$ cat src/rtl/wptr_ctrl.sv
// Write-side pointer controller for the async FIFO: binary/Gray write pointers plus
// registered full, almost-full and level status. Optional sticky overflow flag: WPTR_OVERFLOW_EN.
module wptr_ctrl #(
  parameter int PTR_WIDTH    = 3,
  parameter int AFULL_THRESH = 3
) (
  input  logic                 wclk,
  input  logic                 wrst,
  input  logic                 w_en,
  input  logic [PTR_WIDTH-1:0] g_rptr_sync,
  input  logic                 ovf_clr,
  output logic                 w_accept,
  output logic [PTR_WIDTH-1:0] b_wptr,
  output logic [PTR_WIDTH-1:0] g_wptr,
  output logic                 full,
  output logic                 almost_full,
  output logic [PTR_WIDTH-1:0] wlevel,
  output logic                 overflow
);

  // The write pointer is "full" when it equals the read pointer with its two top Gray bits flipped.
  localparam logic [PTR_WIDTH-1:0] TOP_MASK  = PTR_WIDTH'(3) << (PTR_WIDTH - 2);
  localparam logic [PTR_WIDTH-1:0] AFULL_LVL = PTR_WIDTH'(AFULL_THRESH);

  logic [PTR_WIDTH-1:0] b_wptr_next;
  logic [PTR_WIDTH-1:0] g_wptr_next;
  logic [PTR_WIDTH-1:0] b_rptr_sync;
  logic [PTR_WIDTH-1:0] level_next;
  logic                 full_next;
  logic                 afull_next;

  assign w_accept = w_en & ~full;

  // Each binary bit is the XOR of all Gray bits at or above it.
  always_comb begin
    b_rptr_sync = '0;
    for (int i = 0; i < PTR_WIDTH; i++) begin
      b_rptr_sync[i] = ^(g_rptr_sync >> i);
    end
  end

  always_comb begin
    b_wptr_next = b_wptr + PTR_WIDTH'(w_accept);
    g_wptr_next = (b_wptr_next >> 1) ^ b_wptr_next;
    full_next   = (g_wptr_next == (g_rptr_sync ^ TOP_MASK));
    level_next  = b_wptr_next - b_rptr_sync;
    afull_next  = (level_next >= AFULL_LVL);
  end

  always_ff @(posedge wclk) begin
    if (wrst) begin
      b_wptr      <= '0;
      g_wptr      <= '0;
      full        <= 1'b0;
      almost_full <= 1'b0;
      wlevel      <= '0;
    end else begin
      b_wptr      <= b_wptr_next;
      g_wptr      <= g_wptr_next;
      full        <= full_next;
      almost_full <= afull_next;
      wlevel      <= level_next;
    end
  end

`ifdef WPTR_OVERFLOW_EN
  // A dropped write in the same cycle as a clear keeps the flag set.
  always_ff @(posedge wclk) begin
    if (wrst) begin
      overflow <= 1'b0;
    end else if (w_en && full) begin
      overflow <= 1'b1;
    end else if (ovf_clr) begin
      overflow <= 1'b0;
    end
  end
`else
  logic unused_ovf_clr;
  assign unused_ovf_clr = ovf_clr;
  assign overflow       = 1'b0;
`endif

endmodule

$ cat config.mk
export PLATFORM = sky130hd
export DESIGN_NAME = wptr_ctrl
export DESIGN_NICKNAME = d
export VERILOG_FILES = /design/src/rtl/wptr_ctrl.sv
export SDC_FILE = /design/constraint.sdc
export NUM_CORES = 1
export LEC_CHECK = 0
export ABC_CLOCK_PERIOD_IN_PS = 2400
export CAP_MARGIN = 20
export CORE_MARGIN = 3
export CORE_UTILIZATION = 34
export CTS_CLUSTER_SIZE = 10
export DETAILED_ROUTE_END_ITERATION = 12
export PLACE_DENSITY = 0.79
export SYNTH_ARGS = -nofsm -noshare
export SYNTH_HDL_FRONTEND = slang
export SYNTH_SLANG_ARGS = --single-unit
$ cat constraint.sdc
create_clock -name wclk -period 2.4 [get_ports wclk]
set_input_delay 0.72 -clock wclk [delete_from_list [all_inputs] [get_ports wclk]]
set_output_delay 0.72 -clock wclk [all_outputs]
set_load 0.05 [all_outputs]
==> results <==
## synth_stat cells, drive strengths merged
master and instances:
conb 1, or2 1, dfxtp 10, or3 1, a21oi 1, ha 3, nor2 8, clkbuf 1
nand3 1, xnor2 6, xor2 3, buf 2, nor2b 1, fa 1, a211oi 1, inv 2
## cell type report
type / instances / area, µm² / share of cell area
Clock buffer: 4 / 36.3 / 0.0441
Inverter: 2 / 10.0 / 0.0122
Multi-Input combinational cell: 28 / 292 / 0.355
Timing Repair Buffer: 28 / 267 / 0.324
Sequential cell: 10 / 200 / 0.244
Tap cell: 14 / 17.5 / 0.0213
## metal layers
layer | vias to the layer above | wire length, µm | track usage
met5 | - | 0 | 0
met4 | 0 | 36 | 0.112
met3 | 5 | 75 | 0.0300
met2 | 17 | 415 | 0.179
met1 | 158 | 328 | 0.125
li1 | 189 | - | -
## worst reg2reg max path: stages, from the launching register on
cell and delay [ns]:
dfxtp_1 0.37, nor2b_4 0.06, ha_4 0.26, inv_2 0.05, ha_4 0.15, fa_2 0.39
xnor2_2 0.15, xnor2_2 0.18, a21oi_1 0.08
## power groups by stage
stage / clock (mW) / combinational [mW] / sequential, mW
after floorplan: 0 / 0.144 / 0.324
after detailed placement: 0 / 0.382 / 0.213
after CTS: 0.157 / 0.391 / 0.209
final: 0.150 / 0.396 / 0.209
after global routing: 0.167 / 0.425 / 0.212
after global placement: 0 / 0.379 / 0.212
## cell families (layout without fill, tap and decap cells)
logic type                 count (synthesis)  count (layout)  share of synthesized area
AOI/OAI and AO/OA                          2               2                     0.0393
other                                      1               1                    0.00842
adders and majority gates                  4               4                      0.129
buffers and inverters                      5              34                     0.0590
xor gates and xnor gates                   9               9                      0.194
and+or+nand+nor                           12              12                      0.121
DFF                                       10              10                      0.449
## flip-flops by register name, indices dropped and copies added (netlist names)
name,cells
b_wptr,3
full,1
almost_full,1
wlevel,3
g_wptr,2
## per-stage QoR
stage	util	total power, mW	instances
after global routing	0.702	0.805	86
after CTS	0.685	0.757	86
after detailed placement	0.642	0.595	81
after global placement	0.642	0.591	81
after floorplan	-	0.468	43
final	0.702	0.756	86
## how the worst max path moves through the flow
stage | from | end | slack [ns]
after floorplan | w_en | almost_full | 0.02
after global placement | g_rptr_sync[1] | almost_full | -0.28
after detailed placement | g_rptr_sync[2] | almost_full | -0.30
after CTS | w_en | almost_full | 0.0003
after global routing | b_wptr[2] | b_wptr[2] | 0.13
final | g_rptr_sync[0] | almost_full | 0.21
## timing repair
action	CTS	global route
gates resized for setup	2	4
pin swaps	4	7
endpoints found under the setup margin	2	3
hold endpoints to repair	0	0
gates cloned	0	0
setup buffers	1	0
==> flow_summary.toml <==
[cells_and_area]
final_common_cell = "clkdlybuf4s50_1"
final_net_count = 84
fin_area_um2 = 822
drive_above_1_share = 0.403
diodes = 0
syn_to_final_growth_pct = 84.6
nFillCells = 90
final_cell_mix = "clkdlybuf4s50_1, buf_4, dfxtp_1"

[outcome]
status = "completed"

[critical_path]
slowest_stage = "clkdlybuf4s50_1"
required_ns = 2.60
critical_path_buf_inv_count = 1
r2r-end = "almost_full"
cp_cell_sequence = "clkdlybuf4s50_1, xor2_1, ha_4, fa_2, or2_4, a21oi_1"
crit_family = "adder cells"
end_kind = "register"
reg2reg_from = "full"
reg2reg_depth = 8
crit_path_start_kind = "input port"
crit_fanout = 2
arrival_ns = 2.39
cpPeakStageDelay_ns = 0.49
crit_cells = 6
reg2reg_slack_ns = 0.58
critPathKind = "input port to register"

[place]
pre_cts_ws_ns = -0.301
detailed_place_hpwl_um = 636
place_congestion = 0.747
place_area_um2 = 752
io_buffers = 17

[yosys]
synth.avg_cell_area_um2 = 10.4
synth_nets = 54
mappedNetlistArea_um2 = 445
synth.ff_latch_count = 10
synthTopCellsByArea = "dfxtp_1, xnor2_1, ha_1, nor2_1, xor2_1"
synth_top_area_frac = 0.449
synth_top_cell_by_area = "dfxtp_1"
ys_types = 17
synth-warning-count = 0
yosysSeqAreaShare = 0.449
synthCells = 43

[power]
peakVddDrop_mv = 0.445
p_clk_frac = 0.199
powerDensity_nw_per_um2 = 919
power_switching_mw = 0.287
swShare = 0.379
internal_power_mw = 0.469
leakagePower_nw = 0.357
pwr-share-comb = 0.525
p_seq_frac = 0.277

[routing]
drc = 0
dr_total_vias = 369
routedWlPerCell_um = 9.94
via_per_inst = 4.29
ant_nets = 0
drt_iter0_markers = 0
finalWirelength_um = 855
firstDrtPassIters = 1

[clocking]
insertion_delay_ns = 0.27
cts_tree = "done"
clk_path_buf_depth = 2
cts.sinks = 10
clkTransAtPathRegs_ns = 0.06
root_buffer = "clkbuf_4"
cts-htree-levels = 1
numCtsBuffers = 3
hold_buffers = 0

[floorplanning]
io_pins = 20
die_area_um2 = 1780
num_rows = 12
start_util = 0.380
die_w_um = 42.2
core_area_um2 = 1170
die_y_um = 42.2

[grt]
gr-total-overflow = 0
grt_pass1_wl_um = 1520
grt_max_degree = 11
track_usage = 0.116
grt_pass1_vias = 382
antenna_found_initial = 0

[sta]
whs_ns = 0.691
setup_viol_count_final = 0
finalCriticalPeriod_ns = 2.19
finalSetupTns_ns = 0
hold_viol = 0
finalCritPeriodShare = 0.914
fin_skew_ns = 0.00123
slew_viol_final = 0
tightest_slew_ns = 0.496
setup_slack_ns = 0.207
slew_headroom = 0.668
rsz0062_at_grt = "no"
fmax_mhz = 456

[job]
drv_cap = 0

[worst_hold_path]
hold_start = "b_wptr[0]"
min_path_cells = 3
whs_endpoint = "b_wptr[0]"
hold_class = "register to register"
Note: power is estimated with default switching activity, not from simulation.
